$ cat src/rtl/lock_cycle_scheduler.sv
// Gondola lock sequencer: round-robin arbitration between arrival and departure,
// then equalize / open / transit / close on each side of the chamber.
module lock_cycle_scheduler #(
  parameter int LEVEL_W       = 6,
  parameter int OUTER_LEVEL   = 5,
  parameter int INNER_LEVEL   = 40,
  parameter int STEP_TICKS    = 4,
  parameter int PORT_TICKS    = 3,
  parameter int TRANSIT_TICKS = 5,
  parameter int TIMER_W       = 8
) (
  input  logic               clk,
  input  logic               reset,
  input  logic               arrive_req,
  input  logic               depart_req,
  output logic [LEVEL_W-1:0] lock_level,
  output logic               outer_open,
  output logic               inner_open,
  output logic               filling,
  output logic               draining,
  output logic               grant_arrive,
  output logic               grant_depart,
  output logic               done
);

  // state          | meaning
  // S_IDLE         | waiting for a pending request
  // S_EQ_NEAR      | moving water to the level of the port about to open
  // S_OPEN_NEAR    | near port opening
  // S_TRANSIT_NEAR | near port fully open, gondola passing
  // S_CLOSE_NEAR   | near port closing
  // S_EQ_FAR       | moving water to the far side level
  // S_OPEN_FAR     | far port opening
  // S_TRANSIT_FAR  | far port fully open, gondola passing
  // S_CLOSE_FAR    | far port closing
  // S_DONE         | one-cycle completion pulse
  typedef enum logic [3:0] {
    S_IDLE, S_EQ_NEAR, S_OPEN_NEAR, S_TRANSIT_NEAR, S_CLOSE_NEAR,
    S_EQ_FAR, S_OPEN_FAR, S_TRANSIT_FAR, S_CLOSE_FAR, S_DONE
  } state_t;

  localparam logic [LEVEL_W-1:0] LV_OUTER  = LEVEL_W'(OUTER_LEVEL);
  localparam logic [LEVEL_W-1:0] LV_INNER  = LEVEL_W'(INNER_LEVEL);
  localparam logic [TIMER_W-1:0] T_PORT    = TIMER_W'(PORT_TICKS - 1);
  localparam logic [TIMER_W-1:0] T_TRANSIT = TIMER_W'(TRANSIT_TICKS - 1);
  localparam logic [TIMER_W-1:0] T_STEP    = TIMER_W'(STEP_TICKS - 1);

  state_t               r_state;
  logic [LEVEL_W-1:0]   r_level;
  logic                 r_pend_a, r_pend_d;
  logic                 r_last_dep, r_dir_dep;
  logic [TIMER_W-1:0]   r_timer;
  logic [TIMER_W-1:0]   r_step;

  logic [LEVEL_W-1:0]   w_near_lvl, w_far_lvl, w_target;
  logic                 w_in_eq, w_at_target, w_near_port, w_far_port, w_pick_dep;

  assign w_near_lvl  = r_dir_dep ? LV_INNER : LV_OUTER;
  assign w_far_lvl   = r_dir_dep ? LV_OUTER : LV_INNER;
  assign w_target    = (r_state == S_EQ_FAR) ? w_far_lvl : w_near_lvl;
  assign w_in_eq     = (r_state == S_EQ_NEAR) || (r_state == S_EQ_FAR);
  assign w_at_target = (r_level == w_target);
  assign w_near_port = (r_state == S_OPEN_NEAR) || (r_state == S_TRANSIT_NEAR) ||
                       (r_state == S_CLOSE_NEAR);
  assign w_far_port  = (r_state == S_OPEN_FAR) || (r_state == S_TRANSIT_FAR) ||
                       (r_state == S_CLOSE_FAR);
  // On a tie, serve the direction opposite the last one granted.
  assign w_pick_dep  = r_pend_d && (!r_pend_a || !r_last_dep);

  assign lock_level   = r_level;
  assign outer_open   = r_dir_dep ? w_far_port : w_near_port;
  assign inner_open   = r_dir_dep ? w_near_port : w_far_port;
  assign filling      = w_in_eq && (r_level < w_target);
  assign draining     = w_in_eq && (r_level > w_target);
  assign grant_arrive = (r_state != S_IDLE) && !r_dir_dep;
  assign grant_depart = (r_state != S_IDLE) && r_dir_dep;
  assign done         = (r_state == S_DONE);

  always_ff @(posedge clk) begin
    if (!reset) begin
      r_state    <= S_IDLE;
      r_level    <= LV_OUTER;
      r_pend_a   <= 1'b0;
      r_pend_d   <= 1'b0;
      r_last_dep <= 1'b1;
      r_dir_dep  <= 1'b0;
      r_timer    <= '0;
      r_step     <= '0;
    end else begin
      case (r_state)
        S_IDLE: begin
          if (r_pend_a || r_pend_d) begin
            r_dir_dep <= w_pick_dep;
            if (w_pick_dep) r_pend_d <= 1'b0;
            else            r_pend_a <= 1'b0;
            r_step  <= '0;
            r_state <= S_EQ_NEAR;
          end
        end
        S_EQ_NEAR, S_EQ_FAR: begin
          if (w_at_target) begin
            r_step  <= '0;
            r_timer <= T_PORT;
            r_state <= (r_state == S_EQ_NEAR) ? S_OPEN_NEAR : S_OPEN_FAR;
          end else if (r_step == T_STEP) begin
            r_step  <= '0;
            r_level <= (r_level < w_target) ? r_level + LEVEL_W'(1) : r_level - LEVEL_W'(1);
          end else begin
            r_step <= r_step + TIMER_W'(1);
          end
        end
        S_OPEN_NEAR, S_OPEN_FAR: begin
          if (r_timer == '0) begin
            r_timer <= T_TRANSIT;
            r_state <= (r_state == S_OPEN_NEAR) ? S_TRANSIT_NEAR : S_TRANSIT_FAR;
          end else r_timer <= r_timer - TIMER_W'(1);
        end
        S_TRANSIT_NEAR, S_TRANSIT_FAR: begin
          if (r_timer == '0) begin
            r_timer <= T_PORT;
            r_state <= (r_state == S_TRANSIT_NEAR) ? S_CLOSE_NEAR : S_CLOSE_FAR;
          end else r_timer <= r_timer - TIMER_W'(1);
        end
        S_CLOSE_NEAR: begin
          if (r_timer == '0) begin
            r_step  <= '0;
            r_state <= S_EQ_FAR;
          end else r_timer <= r_timer - TIMER_W'(1);
        end
        S_CLOSE_FAR: begin
          if (r_timer == '0) r_state <= S_DONE;
          else               r_timer <= r_timer - TIMER_W'(1);
        end
        S_DONE: begin
          r_last_dep <= r_dir_dep;
          r_state    <= S_IDLE;
        end
        default: r_state <= S_IDLE;
      endcase
      // A fresh pulse wins over the grant-time clear so it is never lost.
      if (arrive_req) r_pend_a <= 1'b1;
      if (depart_req) r_pend_d <= 1'b1;
    end
  end

endmodule

$ cat config.mk
export PLATFORM = sky130hd
export DESIGN_NAME = lock_cycle_scheduler
export DESIGN_NICKNAME = d
export VERILOG_FILES = /design/src/rtl/lock_cycle_scheduler.sv
export SDC_FILE = /design/constraint.sdc
export NUM_CORES = 1
export LEC_CHECK = 0
export ABC_AREA = 1
export ABC_CLOCK_PERIOD_IN_PS = 3800
export CAP_MARGIN = 30
export CORE_ASPECT_RATIO = 0.5
export CORE_MARGIN = 4
export CORE_UTILIZATION = 30
export DETAILED_ROUTE_END_ITERATION = 8
export GPL_TIMING_DRIVEN = 1
export HOLD_SLACK_MARGIN = 0.02
export PLACE_DENSITY_LB_ADDON = 0.3
export RECOVER_POWER = 25
export REMOVE_ABC_BUFFERS = 1
export SLEW_MARGIN = 5
export SYNTH_ARGS = -nofsm -noshare
export SYNTH_HDL_FRONTEND = slang
export SYNTH_SLANG_ARGS = --single-unit
$ cat constraint.sdc
create_clock -name clk -period 3.8 [get_ports clk]
set_input_delay 0.95 -clock clk [delete_from_list [all_inputs] [get_ports clk]]
set_output_delay 0.95 -clock clk [all_outputs]
set_load 0.05 [all_outputs]
==> impl_metrics.env, run 1 <==
export IMPL_hold_class="flop to flop"
export IMPL_r2r_cells=19
export IMPL_hpwl_um=3449
export IMPL_fmax_ghz=0.2828
export IMPL_r2r_end="lock_level[5]$_SDFFE_PN0P_"
export IMPL_clk_pin_slew_worst_paths_ns=0.05
export IMPL_r2r_slack_ns=0.72
export IMPL_cts_tree="built"
export IMPL_nets=326
export IMPL_criticalPathCategory="flop to output pin"
export IMPL_coreArea_mm2=0.006331
export IMPL_postCtsResizedCells=1
export IMPL_max_clock_path_buffers=2
export IMPL_worstSetupEndpointType="output pin"
export IMPL_power_density_mw_per_mm2=810.6
export IMPL_drt_total_wl_um=4377
export IMPL_ys_async_sr_fraction_pct=0
export IMPL_hold_buffers=0
export IMPL_place_congestion=0.8105
export IMPL_grt_setup_unrepaired="false"
export IMPL_clkLatencyLatePin_ns=0.28
export IMPL_post_place_ws_ns=0.2988
export IMPL_synth_area_top_cells="dfxtp_1, nand2_1, inv_1"
export IMPL_crit_fanout=8
export IMPL_initial_utilization_pct=32.31
export IMPL_drt_initial_drc_count=85
export IMPL_yosysTopAreaCell="dfxtp_1"
export IMPL_layout_common_cells="nand2_1, inv_1, nor2_1"
export IMPL_worstPathRequired_ns=2.85
export IMPL_fin_util_pct=38.72
export IMPL_numCtsBuffers=5
export IMPL_multiInputGateArea_mm2=0.001232
export IMPL_grt_overflow=0
export IMPL_grt_max_degree=13
export IMPL_ys_warn_count=0
export IMPL_ys_types=38
export IMPL_drive_gt1_share_pct=15.34
export IMPL_min_period_ns=3.536
export IMPL_grt_pass1_wl_um=7769
export IMPL_grt_pass1_vias=1765
export IMPL_cts_sinks=30
export IMPL_placed_cell_area_mm2=0.002316
export IMPL_outcome="finished clean"
export IMPL_setup_viol=0
export IMPL_drc=0
export IMPL_peakVddDrop_v=0.0002583
export IMPL_vias=1872
export IMPL_wire_per_inst_um=10.92
export IMPL_synth_seq_area_share_pct=29.36
export IMPL_synth_edff_count=0
export IMPL_hold_viol_final=0
export IMPL_h_tree_depth=2
export IMPL_hold_slack_ns=0.4746
export IMPL_fin_setup_tns_ns=0
export IMPL_setup_slack_ns=0.2643
export IMPL_syn2layout_area_growth_pct=19.82
export IMPL_max_slew_margin_pct=53.25
export IMPL_tightest_slew_ns=0.6949
export IMPL_portBuffers=16
export IMPL_clockRootBuffer="clkbuf_16"
export IMPL_final_common_cell="nand2_1"
export IMPL_fp_dieW_um=124.8
export IMPL_synth_top_cell_area_share_pct=29.36
export IMPL_antenna_cells=0
export IMPL_io_pins=17
export IMPL_synth_seq_cells=30
export IMPL_min_from="r_last_dep$_SDFFE_PN1P_"
export IMPL_timing_rr_start="r_dir_dep$_SDFFE_PN0P_"
export IMPL_die_h_um=66.39
export IMPL_gr_usage_all_layers_pct=11.42
export IMPL_timing_final_crit_share_pct=93.04
export IMPL_antenna_found_initial=0
export IMPL_rows=20
export IMPL_p_leak_uw=0.001071
export IMPL_dr_pass1_iters=4
export IMPL_holdPathEnd="r_last_dep$_SDFFE_PN1P_"
export IMPL_max_cap_viol_count=0
export IMPL_fill_cells=641
export IMPL_via_per_inst=4.668
export IMPL_postSynthAreaPerCell_um2=7.079
export IMPL_die_area_mm2=0.008284
export IMPL_min_path_cells=2
export IMPL_postCtsSetupBuffers=0
export IMPL_start_kind="flop"
export IMPL_syn_cell_area_mm2=0.002046
export IMPL_clock_skew_ns=0.002445
export IMPL_drv_slew=0
export IMPL_ff_latch_area_um2=600.6
export IMPL_finalInstanceArea_mm2=0.002451
export IMPL_synth_cells=289
export IMPL_worstPathArrival_ns=2.59
export IMPL_ys_flop_type="dfxtp_1"
export IMPL_ant_nets=0
flip-flops by register name, indices dropped and copies added (netlist names):
signal and count:
lock_level 6, r_last_dep 1, r_state 4, r_dir_dep 1, r_timer 8, r_pend_d 1, r_pend_a 1, r_step 8
synthesized netlist by cell type, drive strengths merged, types with 4 or more instances:
cell type and instances:
inv 47, xor2 5, o21ai 24, nand3 20
a21oi 29, nor3 4, xnor2 4, nor2 43
nand2 56, dfxtp 30, ha 9
critical path: stages (launching register included):
cell	delay [ns]
dfxtp_1	0.47
inv_1	0.16
nand3_1	0.19
nand2_2	0.10
ha_1	0.28
nand2_1	0.09
inv_2	0.06
nand3_1	0.09
nand2_1	0.19
nor2_1	0.13
dlygate4sd2_1	0.54
per-stage QoR:
stage / power (µW) / cells
finish: 1987 / 401
global route: 2175 / 401
CTS: 2015 / 401
detailed placement: 1603 / 393
global placement: 1589 / 393
floorplan: 1380 / 288
cells by family (layout without fill, tap and decap cells):
family,Yosys count,in the layout,synth area share [%]
simple gates,128,128,33.09
compound gates,63,63,17.55
buf+inv,49,73,9.664
flops,30,30,29.36
fa+ha+maj,10,10,6.483
xor+xnor,9,9,3.853
routing by layer:
layer	track usage (%)	part of all wire (%)	up-vias	wire length, µm
met3	2.661	4.5	8	196
met4	4.372	1.6	0	69
li1	-	-	984	-
met2	19.96	45	42	1982
met1	13.84	49	838	2129
met5	0	0	-	0
worst max path at each step:
stage,start,endpoint,slack [ns],depth (start not counted)
final,r_dir_dep$_SDFFE_PN0P_,filling,0.26,10
after global placement,r_state[2]$_SDFFE_PN0P_,filling,0.36,12
after global routing,r_dir_dep$_SDFFE_PN0P_,filling,0.07,10
after detailed placement,r_state[2]$_SDFFE_PN0P_,filling,0.30,12
after CTS,r_state[2]$_SDFFE_PN0P_,filling,0.28,12
after floorplan,r_state[2]$_SDFFE_PN0P_,filling,0.76,11
layout make-up:
class                      count  area share [%]
multi-input combinational    210           50.28
inverter                      48           7.861
clock buffer                   6           5.666
sequential                    30           24.50
tap                           88           4.492
clock inverter                 2          0.5105
timing repair buffer          17           6.687
report_power, final:
group          total, µW  internal [µW]  switching (µW)
combinational       1150            399             751
sequential           435            376            58.9
clock                402            259             143
total               1990           1030             953
Note: power is estimated with default switching activity, not from simulation.
==> run 2, diff against run 1 <==
--- a/config.mk
+++ b/config.mk
@@ -15,7 +15,7 @@
 export GPL_TIMING_DRIVEN = 1
 export HOLD_SLACK_MARGIN = 0.02
 export PLACE_DENSITY_LB_ADDON = 0.3
-export RECOVER_POWER = 25
+export RECOVER_POWER = 100
 export REMOVE_ABC_BUFFERS = 1
 export SLEW_MARGIN = 5
 export SYNTH_ARGS = -nofsm -noshare
==> run 2 against run 1 <==
  * Maximum frequency up 0.19%
  * Flip-flop and latch count unchanged
  * Register-to-register slack is essentially flat
  * Critical path depth did not move
  * Final cell count unchanged
  * Highest routed layer unchanged
  * Power is 4.8% lower
  * Hold slack worse by 0.00055 ns
  * Clock skew about the same
  * Combinational power fell by 8%
  * Global-route usage unchanged
  * Wire length is 0.48% higher
  * Cell area fell by 2.3%
==> impl_metrics.env, run 2 (synthesized netlist as in run 1, its figures left out) <==
export IMPL_initial_utilization_pct=32.31
export IMPL_max_clock_path_buffers=2
export IMPL_crit_fanout=8
export IMPL_start_kind="flop"
export IMPL_portBuffers=16
export IMPL_rows=20
export IMPL_drt_initial_drc_count=77
export IMPL_postCtsSetupBuffers=0
export IMPL_setup_viol=0
export IMPL_ant_nets=0
export IMPL_setup_slack_ns=0.2710
export IMPL_dr_pass1_iters=4
export IMPL_die_area_mm2=0.008284
export IMPL_fin_setup_tns_ns=0
export IMPL_cts_tree="built"
export IMPL_placedCellCount=393
export IMPL_max_cap_viol_count=0
export IMPL_hpwl_um=3449
export IMPL_final_common_cell="nand2_1"
export IMPL_layout_common_cells="nand2_1, inv_1, nor2_1"
export IMPL_gr_usage_all_layers_pct=11.42
export IMPL_worstSetupEndpointType="output pin"
export IMPL_via_per_inst=4.608
export IMPL_cts_sinks=30
export IMPL_tightest_slew_ns=0.5970
export IMPL_grt_max_degree=13
export IMPL_worstPathArrival_ns=2.58
export IMPL_io_pins=17
export IMPL_grt_pass1_wl_um=7769
export IMPL_post_place_ws_ns=0.2988
export IMPL_fmax_ghz=0.2834
export IMPL_p_leak_uw=0.001075
export IMPL_antenna_found_initial=0
export IMPL_hold_viol_final=0
export IMPL_layoutNonFillerInstCount=401
export IMPL_max_slew_margin_pct=59.84
export IMPL_drv_slew=0
export IMPL_grt_overflow=0
export IMPL_grt_pass1_vias=1765
export IMPL_criticalPathCategory="flop to output pin"
export IMPL_drive_gt1_share_pct=13.10
export IMPL_place_congestion=0.8105
export IMPL_outcome="finished clean"
export IMPL_clockRootBuffer="clkbuf_16"
export IMPL_peakVddDrop_v=0.0002374
export IMPL_postCtsResizedCells=1
export IMPL_fp_dieW_um=124.8
export IMPL_power_total_uw=1892
export IMPL_finalInstanceArea_mm2=0.002394
export IMPL_drt_total_wl_um=4398
export IMPL_die_h_um=66.39
export IMPL_min_period_ns=3.529
export IMPL_vias=1848
export IMPL_hold_class="flop to flop"
export IMPL_power_density_mw_per_mm2=790.3
export IMPL_syn2layout_area_growth_pct=17.00
export IMPL_wire_per_inst_um=10.97
export IMPL_numCtsBuffers=5
export IMPL_fill_cells=646
export IMPL_antenna_cells=0
export IMPL_coreArea_mm2=0.006331
export IMPL_drc=0
export IMPL_placed_cell_area_mm2=0.002316
export IMPL_worstPathRequired_ns=2.85
export IMPL_timing_final_crit_share_pct=92.87
export IMPL_h_tree_depth=2
export IMPL_clkLatencyLatePin_ns=0.27
export IMPL_clock_skew_ns=0.002271
export IMPL_hold_buffers=0
export IMPL_grt_setup_unrepaired="false"
export IMPL_nets=326
export IMPL_clk_pin_slew_worst_paths_ns=0.05
-- run 2: final timing paths --
check                          start                          to  slack [ns]  depth (start not counted)
max           r_dir_dep$_SDFFE_PN0P_                     filling        0.27                         10
min          r_last_dep$_SDFFE_PN1P_     r_last_dep$_SDFFE_PN1P_        0.47                          2
max reg2reg   r_dir_dep$_SDFFE_PN0P_  lock_level[5]$_SDFFE_PN0P_        0.72                         19
min reg2reg  r_last_dep$_SDFFE_PN1P_     r_last_dep$_SDFFE_PN1P_        0.47                          2
-- run 2: cell type report --
class / instances / area (µm²) / share of cell area, %
Clock buffer: 6 / 138.9 / 5.802
Clock inverter: 2 / 12.51 / 0.5227
Inverter: 48 / 181.4 / 7.580
Multi-Input combinational cell: 210 / 1189 / 49.66
Sequential cell: 30 / 600.6 / 25.09
Tap cell: 88 / 110.1 / 4.600
Timing Repair Buffer: 17 / 161.4 / 6.743
-- run 2: power breakdown --
| part | switching, µW | internal, µW | leakage (µW) |
|---|---|---|---|
| sequential | 59.1 | 376 | 0.000244 |
| clock | 143 | 259 | 0.0000729 |
| combinational | 702 | 353 | 0.000758 |
-- run 2: routing by layer --
| metal | GRT usage, % | vias up | wire length, µm |
|---|---|---|---|
| li1 | - | 982 | - |
| met1 | 13.84 | 838 | 2174 |
| met5 | 0 | - | 0 |
| met4 | 4.372 | 0 | 59 |
| met2 | 19.96 | 22 | 2004 |
| met3 | 2.661 | 6 | 158 |
-- run 2: stage by stage --
step           hold WS [ns]  util, %
2_1_floorplan        0.4411        -
3_3_place_gp         0.4685    36.58
3_5_place_dp         0.4659    36.58
4_1_cts              0.4782    38.95
5_1_grt              0.5056    37.81
6_report             0.4740    37.81
-- run 2: critical path, stage by stage (launching register included) --
cell and delay [ns]:
dfxtp_1 0.48, inv_1 0.16, nand3_1 0.19, nand2_2 0.10, ha_1 0.28, nand2_1 0.07
inv_1 0.05, nand3_1 0.09, nand2_1 0.20, nor2_1 0.13, dlygate4sd2_1 0.54
